[src/rtl/ild_ddnn_sequencer.sv]
// LD dd,nn sequencer: fetches the low then high immediate byte and writes each to the selected register pair.
// Latency: 6 cycles from start pulse to IDLE with memory always ready, plus one per memory wait cycle.
// Backpressure: holds in RD_LO/RD_HI with Mem_Read_Req high until Mem_Ready; start pulses while busy are dropped.
module ild_ddnn_sequencer (
    input  logic       clock,
    input  logic       reset,
    input  logic       P2_Set_ILDddnn_BC_0,
    input  logic       P2_Set_ILDddnn_DE_0,
    input  logic       P2_Set_ILDddnn_HL_0,
    input  logic       P2_Set_ILDddnn_SP_0,
    input  logic       Mem_Ready,
    input  logic [7:0] Mem_Data,
    output logic       Mem_Read_Req,
    output logic       PC_Increment,
    output logic [1:0] PR_Pair,
    output logic       PR_Write_Low,
    output logic       PR_Write_High,
    output logic [7:0] PR_Data,
    output logic       P2_Set_CM1,
    output logic       PR_Reset_XPT,
    output logic       Busy,
    output logic [4:0] XPT
);

    typedef enum logic [2:0] {
        IDLE  = 3'd0,
        RD_LO = 3'd1,
        WR_LO = 3'd2,
        RD_HI = 3'd3,
        WR_HI = 3'd4,
        DONE  = 3'd5
    } state_t;

    state_t     state;
    logic       any_start;
    logic [1:0] start_pair;
    logic [4:0] xpt_inc;

    // BC wins over DE over HL over SP when pulses coincide
    always_comb begin
        any_start  = P2_Set_ILDddnn_BC_0 | P2_Set_ILDddnn_DE_0 |
                     P2_Set_ILDddnn_HL_0 | P2_Set_ILDddnn_SP_0;
        start_pair = 2'b11;
        if (P2_Set_ILDddnn_BC_0)
            start_pair = 2'b00;
        else if (P2_Set_ILDddnn_DE_0)
            start_pair = 2'b01;
        else if (P2_Set_ILDddnn_HL_0)
            start_pair = 2'b10;
        xpt_inc = (XPT == 5'd31) ? 5'd31 : XPT + 5'd1;
    end

    always_ff @(posedge clock) begin
        if (reset) begin
            state         <= IDLE;
            Mem_Read_Req  <= 1'b0;
            PC_Increment  <= 1'b0;
            PR_Pair       <= 2'b00;
            PR_Write_Low  <= 1'b0;
            PR_Write_High <= 1'b0;
            PR_Data       <= 8'h00;
            P2_Set_CM1    <= 1'b0;
            PR_Reset_XPT  <= 1'b0;
            Busy          <= 1'b0;
            XPT           <= 5'd0;
        end else begin
            PC_Increment  <= 1'b0;
            PR_Write_Low  <= 1'b0;
            PR_Write_High <= 1'b0;
            P2_Set_CM1    <= 1'b0;
            PR_Reset_XPT  <= 1'b0;
            case (state)
                IDLE: begin
                    XPT <= 5'd0;
                    if (any_start) begin
                        PR_Pair      <= start_pair;
                        Mem_Read_Req <= 1'b1;
                        Busy         <= 1'b1;
                        state        <= RD_LO;
                    end
                end
                RD_LO: begin
                    XPT <= xpt_inc;
                    if (Mem_Ready) begin
                        PR_Data      <= Mem_Data;
                        Mem_Read_Req <= 1'b0;
                        PR_Write_Low <= 1'b1;
                        PC_Increment <= 1'b1;
                        state        <= WR_LO;
                    end
                end
                WR_LO: begin
                    XPT          <= xpt_inc;
                    Mem_Read_Req <= 1'b1;
                    state        <= RD_HI;
                end
                RD_HI: begin
                    XPT <= xpt_inc;
                    if (Mem_Ready) begin
                        PR_Data       <= Mem_Data;
                        Mem_Read_Req  <= 1'b0;
                        PR_Write_High <= 1'b1;
                        PC_Increment  <= 1'b1;
                        state         <= WR_HI;
                    end
                end
                WR_HI: begin
                    XPT          <= 5'd0;
                    P2_Set_CM1   <= 1'b1;
                    PR_Reset_XPT <= 1'b1;
                    state        <= DONE;
                end
                DONE: begin
                    XPT   <= 5'd0;
                    Busy  <= 1'b0;
                    state <= IDLE;
                end
                default: begin
                    XPT          <= 5'd0;
                    Busy         <= 1'b0;
                    Mem_Read_Req <= 1'b0;
                    state        <= IDLE;
                end
            endcase
        end
    end

endmodule
[config.mk]
export PLATFORM = sky130hd
export DESIGN_NAME = ild_ddnn_sequencer
export DESIGN_NICKNAME = d
export VERILOG_FILES = /design/src/rtl/ild_ddnn_sequencer.sv
export SDC_FILE = /design/constraint.sdc
export NUM_CORES = 1
export LEC_CHECK = 0
export ABC_CLOCK_PERIOD_IN_PS = 3400
export CORE_UTILIZATION = 44
export CTS_CLUSTER_DIAMETER = 50
export CTS_CLUSTER_SIZE = 16
export DETAILED_ROUTE_END_ITERATION = 6
export GPL_TIMING_DRIVEN = 0
export PLACE_DENSITY = 0.81
export REMOVE_ABC_BUFFERS = 1
export SYNTH_ARGS = -nofsm -noshare
export SYNTH_HDL_FRONTEND = slang
export SYNTH_SLANG_ARGS = --single-unit
export TNS_END_PERCENT = 1
[constraint.sdc]
create_clock -name clock -period 3.4 [get_ports clock]
set_clock_uncertainty 0.15 [all_clocks]
set_input_delay 0.68 -clock clock [delete_from_list [all_inputs] [get_ports clock]]
set_output_delay 0.68 -clock clock [all_outputs]
set_load 0.01 [all_outputs]
After elaboration in Yosys (flattened, before gate mapping)
Index checks and enable logic that the tools add are counted.
{ "classes": {"muxes": 14, "bitwise_logic": 9, "reduce_logical": 14, "n_eq_ne": 10, "addsub": 1} }
{ "op_table": {"columns": ["operator", "count"], "rows": [
  ["one-hot mux 3 bit (5 select lines)", 1],
  ["OR reduction 2 bit", 6],
  ["2-to-1 mux 3 bit", 3],
  ["equality test 3 x 2 -> 1 bit, second input constant", 2],
  ["equality test 3 bit, second input constant", 2],
  ["inequality test 2 bit, second input constant", 3],
  ["NOT 1 bit", 6],
  ["AND reduction 2 bit", 3],
  ["AND reduction 3 bit", 2],
  ["adder 5 x 1 -> 5 bit, second input constant", 1],
  ["equality test 5 bit, second input constant", 1],
  ["2-to-1 mux 1 bit", 5],
  ["2-to-1 mux 5 bit", 1],
  ["2-to-1 mux 2 bit", 2],
  ["one-hot mux 1 bit (4 select lines)", 1],
  ["OR reduction 4 bit", 1],
  ["equality test 3 x 1 -> 1 bit, second input constant", 1],
  ["logical NOT 3 bit", 1],
  ["OR 1 bit", 3],
  ["OR reduction 3 bit", 1],
  ["inequality test 2 x 1 -> 1 bit, second input constant", 1],
  ["one-hot mux 1 bit (2 select lines)", 1]
]} }
{ "totals": {"input_bits": 15, "out_inout_bits": 22, "reg_bits": 24} }

Depth between registers and ports, before layout
Gate-level depths: netlist of the first run.
{ "logic_depth": {"ltp_word": 5, "depth_mapped": 5} }

Least setup slack after synthesis of the first run
Ideal clock, no wire load.
{ "synth_timing": {"kind": "in2reg", "from": "in P2_Set_ILDddnn_DE_0", "to": "reg Mem_Read_Req", "t_required_ns": 3.112, "slack_ns": 1.694, "arrival_time_ns": 1.418, "path_stages": 3, "setup_ns": 0.138, "path_cell_list": "or4_4 > o21ai_1 > a221oi_1"} }
{ "synth_via": {"elab_chain_cells": 5} }
{ "synth_rtl": {"columns": ["element", "line", "text"], "rows": [
  ["start, declared", "8", "input logic P2_Set_ILDddnn_DE_0,"],
  ["OR 1 bit (2 in a row)", "41", "any_start = P2_Set_ILDddnn_BC_0 | P2_Set_ILDddnn_DE_0 |"],
  ["OR 1 bit", "42", "P2_Set_ILDddnn_HL_0 | P2_Set_ILDddnn_SP_0;"],
  ["inequality test 2 bit (no source line)", null, null],
  ["AND reduction 3 bit (no source line)", null, null],
  ["end signal, assigned", "56", "Mem_Read_Req <= 1'b0;"],
  ["end signal, assigned", "77", "Mem_Read_Req <= 1'b1;"],
  ["end signal, assigned", "86", "Mem_Read_Req <= 1'b0;"],
  ["end, declared", "13", "output logic Mem_Read_Req,"]
]} }
No other way between the ends.
A chain may end at the register's enable or synchronous reset.

Worst setup path after layout of the first run
{ "layout_timing": {"from": "reg XPT[2]", "to": "out XPT[2]"} }
{ "layout_rtl": {"columns": ["element", "line", "text"], "rows": [
  ["start, declared", "22", "output logic [4:0] XPT"],
  ["start signal, assigned", "83", "XPT <= xpt_inc;"],
  ["start signal, assigned", "93", "XPT <= xpt_inc;"],
  ["start signal, assigned", "98", "XPT <= xpt_inc;"]
]} }
No word-level cell between the ends.

==> out/qor.yml, run 1 <==
yosys_warnings: 0
layout.area.seq_sq_um: 480
start_util_pct: 46.9
cp.required_ns: 2.57
clk_latency_ns: 0.32
synth_seq_cells: 24
seq_area_frac_synth_pct: 52.2
cp_top_family: "buffers and inverters"
ctsHoldBuffers: 0
cpPeakStageDelay_ns: 0.58
htreeDepth: 1
final_cell_mix: "36 x clkdlybuf4s50_1, 24 x dfxtp_1, 11 x nor2_1"
top_usage_layer: "met2"
p_leak_nw: 0.532
drt_iter0_markers: 5
avgSynthCellArea_sq_um: 9.90
globalplace.congestion: 0.659
grt_pass1_vias: 678
start_kind: "register"
core-area_sq_um: 1960
antenna_found_initial: 0
routed_wl_um: 1840
postSynthCellCount: 93
die_w_um: 47.8
cts.repair.resized: 0
p_per_area_nw_per_um2: 455
dp_hpwl_um: 1430
dpl-instance-area_sq_um: 1270
synth_area_leaders: "dfxtp_1 52%, mux2i_1 9.8%, nor2_1 4.5%"
vdd_drop_max_uv: 258
cts_buffer_depth: 2
grt.overflow.total: 0
use_met3_pct: 4.15
cap_viol_max_count: 0
yosysTopAreaCell: "dfxtp_1"
crit_chain: "clkdlybuf4s50_1"
setup_viol: 0
worst_slack_ns: 1.24
hp-class: "reg2reg"
dp_slack_ns: 0.997
die_h_um: 47.8
period_minus_slack_ns: 2.16
crit_buf_inv: 1
drv_slew: 0
multiInputGateArea_sq_um: 380
via_per_inst: 5.14
final_common_cell: "clkdlybuf4s50_1"
cts-root-buf: "clkbuf_4"
num_rows: 16
path_max_fanout: 5
max_freq_ghz: 0.463
tns_ns: 0
final_util_pct: 67.4
ant_nets: 0
area_growth_pct: 43.6
numCtsBuffers: 3
clkTransAtPathRegs_ns: 0.12
grt.total_usage_pct: 17.9
cts_sinks: 24
yosysTopAreaCellShare_pct: 52.2
tightest_slew_ns: 0.653
slowest_stage: "clkdlybuf4s50_1"
arrival_ns: 1.33
grt_use_met1_pct: 19.6
num_vias: 787
postCtsSetupBuffers: 0
stdcell_area_sq_um: 1320
synth_cell_type_count: 30
antennaDiodeCount: 0
final_net_count: 143
status: "finished, final reports clean"
grt_pass1_wl_um: 2820
rsz0062_at_grt: "false"
drt_pass1_iterations: 2
period_share_pct: 63.5
critPathKind: "reg2out"
wire_per_inst_um: 12.0
port_buffers: 36
hold_violations: 0
slew_headroom_pct: 56.3
io_pins: 37
end_kind: "primary output"
post-route-drc-count: 0
design.die.area_sq_um: 2280
worst_hold_slack_ns: 0.342
gr-usage-met2_pct: 32.4
grt_max_degree: 21
cts_tree: "yes"
drive_gt1_share_pct: 5.56
fillers: 177
synth_area_sq_um: 921
## registers in the layout, summed over array words and instances (netlist names)
| register | cells |
|---|---|
| PR_Data | 8 |
| XPT | 5 |
| state | 3 |
| PR_Pair | 2 |
| Busy | 1 |
| Mem_Read_Req | 1 |
| PC_Increment | 1 |
| PR_Reset_XPT | 1 |
| PR_Write_High | 1 |
| PR_Write_Low | 1 |
## layer usage
metal / share of wire [%] / wire length (um) / vias up
met4: 2.0 / 36 / 0
li1: - / - / 385
met3: 4.9 / 90 / 5
met1: 40 / 730 / 371
met2: 53 / 985 / 26
met5: 0 / 0 / -
## synthesized netlist by cell type
master / n
nand4_1: 2
nor4_1: 1
clkbuf_1: 2
nand2_2: 1
nand2b_1: 2
a221oi_1: 1
or4_4: 1
xnor2_1: 1
nand2_1: 2
nand3b_1: 1
a21oi_1: 7
nor2_1: 11
inv_1: 4
nand3_1: 1
or3_1: 1
dfxtp_1: 24
a211o_1: 1
nor2b_1: 1
mux2i_1: 9
o21a_1: 2
buf_4: 5
a2111oi_0: 1
xor2_1: 2
nor3_1: 3
o21ai_0: 2
ha_1: 1
a31oi_1: 1
and2_1: 1
nor3_2: 1
o21ai_1: 1
## where the power goes
part           internal [mW]  switching (mW)
Sequential             0.296          0.0128
Clock                  0.119          0.0839
Combinational         0.0532          0.0362
## area by class of cell
type,instances,share of cell area [%]
sequential,24,36.3
multi-input combinational,58,28.8
timing repair buffer,36,27.2
tap,27,2.55
clock inverter,1,2.27
clock buffer,3,1.70
inverter,4,1.14
## cell families (layout without fill, tap and decap cells)
family          after synthesis  in the layout  share of synthesized area, %
buf+inv                      11             44                          6.52
simple gates                 29             29                          16.7
fa+ha+maj                     1              1                          1.36
mux                           9              9                          9.78
compound gates               16             16                          10.6
xor+xnor                      3              3                          2.85
flops                        24             24                          52.2
## worst paths after layout
path	start	endpoint	slack [ns]	cells after the start
setup reg to reg	state[0]	PR_Data[5]	1.80	3
hold reg to reg	PR_Pair[0]	PR_Pair[0]	0.34	2
setup / recovery	XPT[2]	XPT[2]	1.24	1
hold / removal	PR_Pair[0]	PR_Pair[0]	0.34	2
## worst reg2reg max path: stages (launching register included)
cell      delay [ns]
dfxtp_1         0.49
nand3b_1        0.47
mux2i_1         0.33
nor2_1          0.05
## through the flow
stage	cells	total power, mW
floorplan	86	0.353
global placement	149	0.402
detailed placement	149	0.405
CTS	153	0.608
global route	153	0.629
finish	153	0.602
Note: power is estimated with default switching activity, not from simulation.
==> run 2, diff against run 1 <==
--- a/config.mk
+++ b/config.mk
@@ -5,13 +5,13 @@
 export SDC_FILE = /design/constraint.sdc
 export NUM_CORES = 1
 export LEC_CHECK = 0
-export ABC_CLOCK_PERIOD_IN_PS = 3400
-export CORE_UTILIZATION = 44
+export ABC_CLOCK_PERIOD_IN_PS = 2000
+export CORE_UTILIZATION = 41
 export CTS_CLUSTER_DIAMETER = 50
 export CTS_CLUSTER_SIZE = 16
 export DETAILED_ROUTE_END_ITERATION = 6
 export GPL_TIMING_DRIVEN = 0
-export PLACE_DENSITY = 0.81
+export PLACE_DENSITY = 0.77
 export REMOVE_ABC_BUFFERS = 1
 export SYNTH_ARGS = -nofsm -noshare
 export SYNTH_HDL_FRONTEND = slang
==> constraint.sdc (replaced) <==
create_clock -name clock -period 2 [get_ports clock]
set_clock_uncertainty 0.15 [all_clocks]
set_input_delay 0.4 -clock clock [delete_from_list [all_inputs] [get_ports clock]]
set_output_delay 0.4 -clock clock [all_outputs]
set_load 0.01 [all_outputs]
==> run 2 against run 1 <==
  * Wire length decreased by 10%
  * First-iteration DRC count increased by 20%
  * Largest power group unchanged
  * Design area decreased by 2.3%
  * Highest routed layer is now met3
==> out/qor.yml, run 2 (synthesis gave the netlist of run 1 again) <==
drt_iter0_markers: 6
numCtsBuffers: 3
crit_chain: "clkdlybuf4s50_1"
globalplace.congestion: 0.711
grt.overflow.total: 0
core-area_sq_um: 2040
start_kind: "register"
cts_sinks: 24
postCtsSetupBuffers: 0
worst_slack_ns: 0.150
post-route-drc-count: 0
period_minus_slack_ns: 1.85
rsz0062_at_grt: "false"
end_kind: "primary output"
io_pins: 37
worst_hold_slack_ns: 0.338
arrival_ns: 1.30
slew_headroom_pct: 55.8
design.die.area_sq_um: 2440
p_per_area_nw_per_um2: 676
slowest_stage: "clkdlybuf4s50_1"
final_cell_mix: "36 x clkdlybuf4s50_1, 24 x dfxtp_1, 11 x nor2_1"
p_leak_nw: 0.518
ctsHoldBuffers: 0
port_buffers: 36
stdcell_area_sq_um: 1290
grt_pass1_vias: 684
final_net_count: 143
setup_viol: 0
die_h_um: 49.4
via_per_inst: 4.96
drive_gt1_share_pct: 4.80
grt_pass1_wl_um: 2770
hold_violations: 0
vdd_drop_max_uv: 428
grt.total_usage_pct: 14.3
cap_viol_max_count: 0
cpPeakStageDelay_ns: 0.57
area_growth_pct: 40.4
antenna_found_initial: 0
dp_hpwl_um: 1200
grt_max_degree: 21
status: "finished, final reports clean"
period_share_pct: 92.5
antennaDiodeCount: 0
cp_top_family: "buffers and inverters"
wire_per_inst_um: 10.9
critPathKind: "reg2out"
num_rows: 16
die_w_um: 49.4
cp.required_ns: 1.45
num_vias: 754
ant_nets: 0
clk_latency_ns: 0.30
routed_wl_um: 1650
tightest_slew_ns: 0.660
path_max_fanout: 5
max_freq_ghz: 0.540
top_regs: "PR_Data x8, XPT x5, state x3"
cts_tree: "yes"
dpl-instance-area_sq_um: 1270
cts_buffer_depth: 2
hp-class: "reg2reg"
drv_slew: 0
start_util_pct: 45.1
cts-root-buf: "clkbuf_4"
cts.repair.resized: 0
largest_reg_flops: 8
clkTransAtPathRegs_ns: 0.12
drt_pass1_iterations: 4
htreeDepth: 1
crit_buf_inv: 1
final_common_cell: "clkdlybuf4s50_1"
regMostFlops: "PR_Data"
dp_slack_ns: -0.120
[run 2: cell types whose count changed in the layout (fill, tap and decap cells not counted), sizes merged]
| cell | delta |
|---|---|
| bufinv | -1 |
[run 2: final timing paths]
check                                   to      from  cells after the start  slack (ns)
worst max-delay path                XPT[2]    XPT[2]                      1        0.15
worst max register to register  PR_Data[4]  state[0]                      3        0.41
worst min-delay path                  Busy      Busy                      2        0.34
worst min register to register        Busy      Busy                      2        0.34
[run 2: metal layers]
| metal | track usage (%) | up-vias | wire length [um] |
|---|---|---|---|
| li1 | - | 385 | - |
| met3 | 2.49 | 0 | 90 |
| met4 | 5.71 | 0 | 0 |
| met5 | 0 | - | 0 |
| met2 | 24.4 | 27 | 791 |
| met1 | 17.7 | 342 | 770 |
[run 2: where the power goes]
group	internal, mW	leakage, nW	switching (mW)
logic	0.0905	0.308	0.0597
registers	0.503	0.196	0.0210
clock network	0.0702	0.0138	0.128
total	0.664	0.518	0.209
[run 2: stage by stage]
| stage | cells | power, mW | TNS (ns) | util [%] |
|---|---|---|---|---|
| after floorplan | 86 | 0.599 | 0 | - |
| after global placement | 149 | 0.683 | -0.516 | 62.2 |
| after detailed placement | 149 | 0.686 | -0.842 | 62.2 |
| after CTS | 152 | 0.885 | 0 | 63.3 |
| after global routing | 152 | 0.918 | 0 | 63.3 |
| final | 152 | 0.873 | 0 | 63.3 |
[run 2: area by class of cell]
cell class                 count  area, sq um
sequential                    24          480
fill                         193          749
clock buffer                   3         22.5
tap                           27         33.8
inverter                       4         15.0
multi-input combinational     58          380
timing repair buffer          36          360
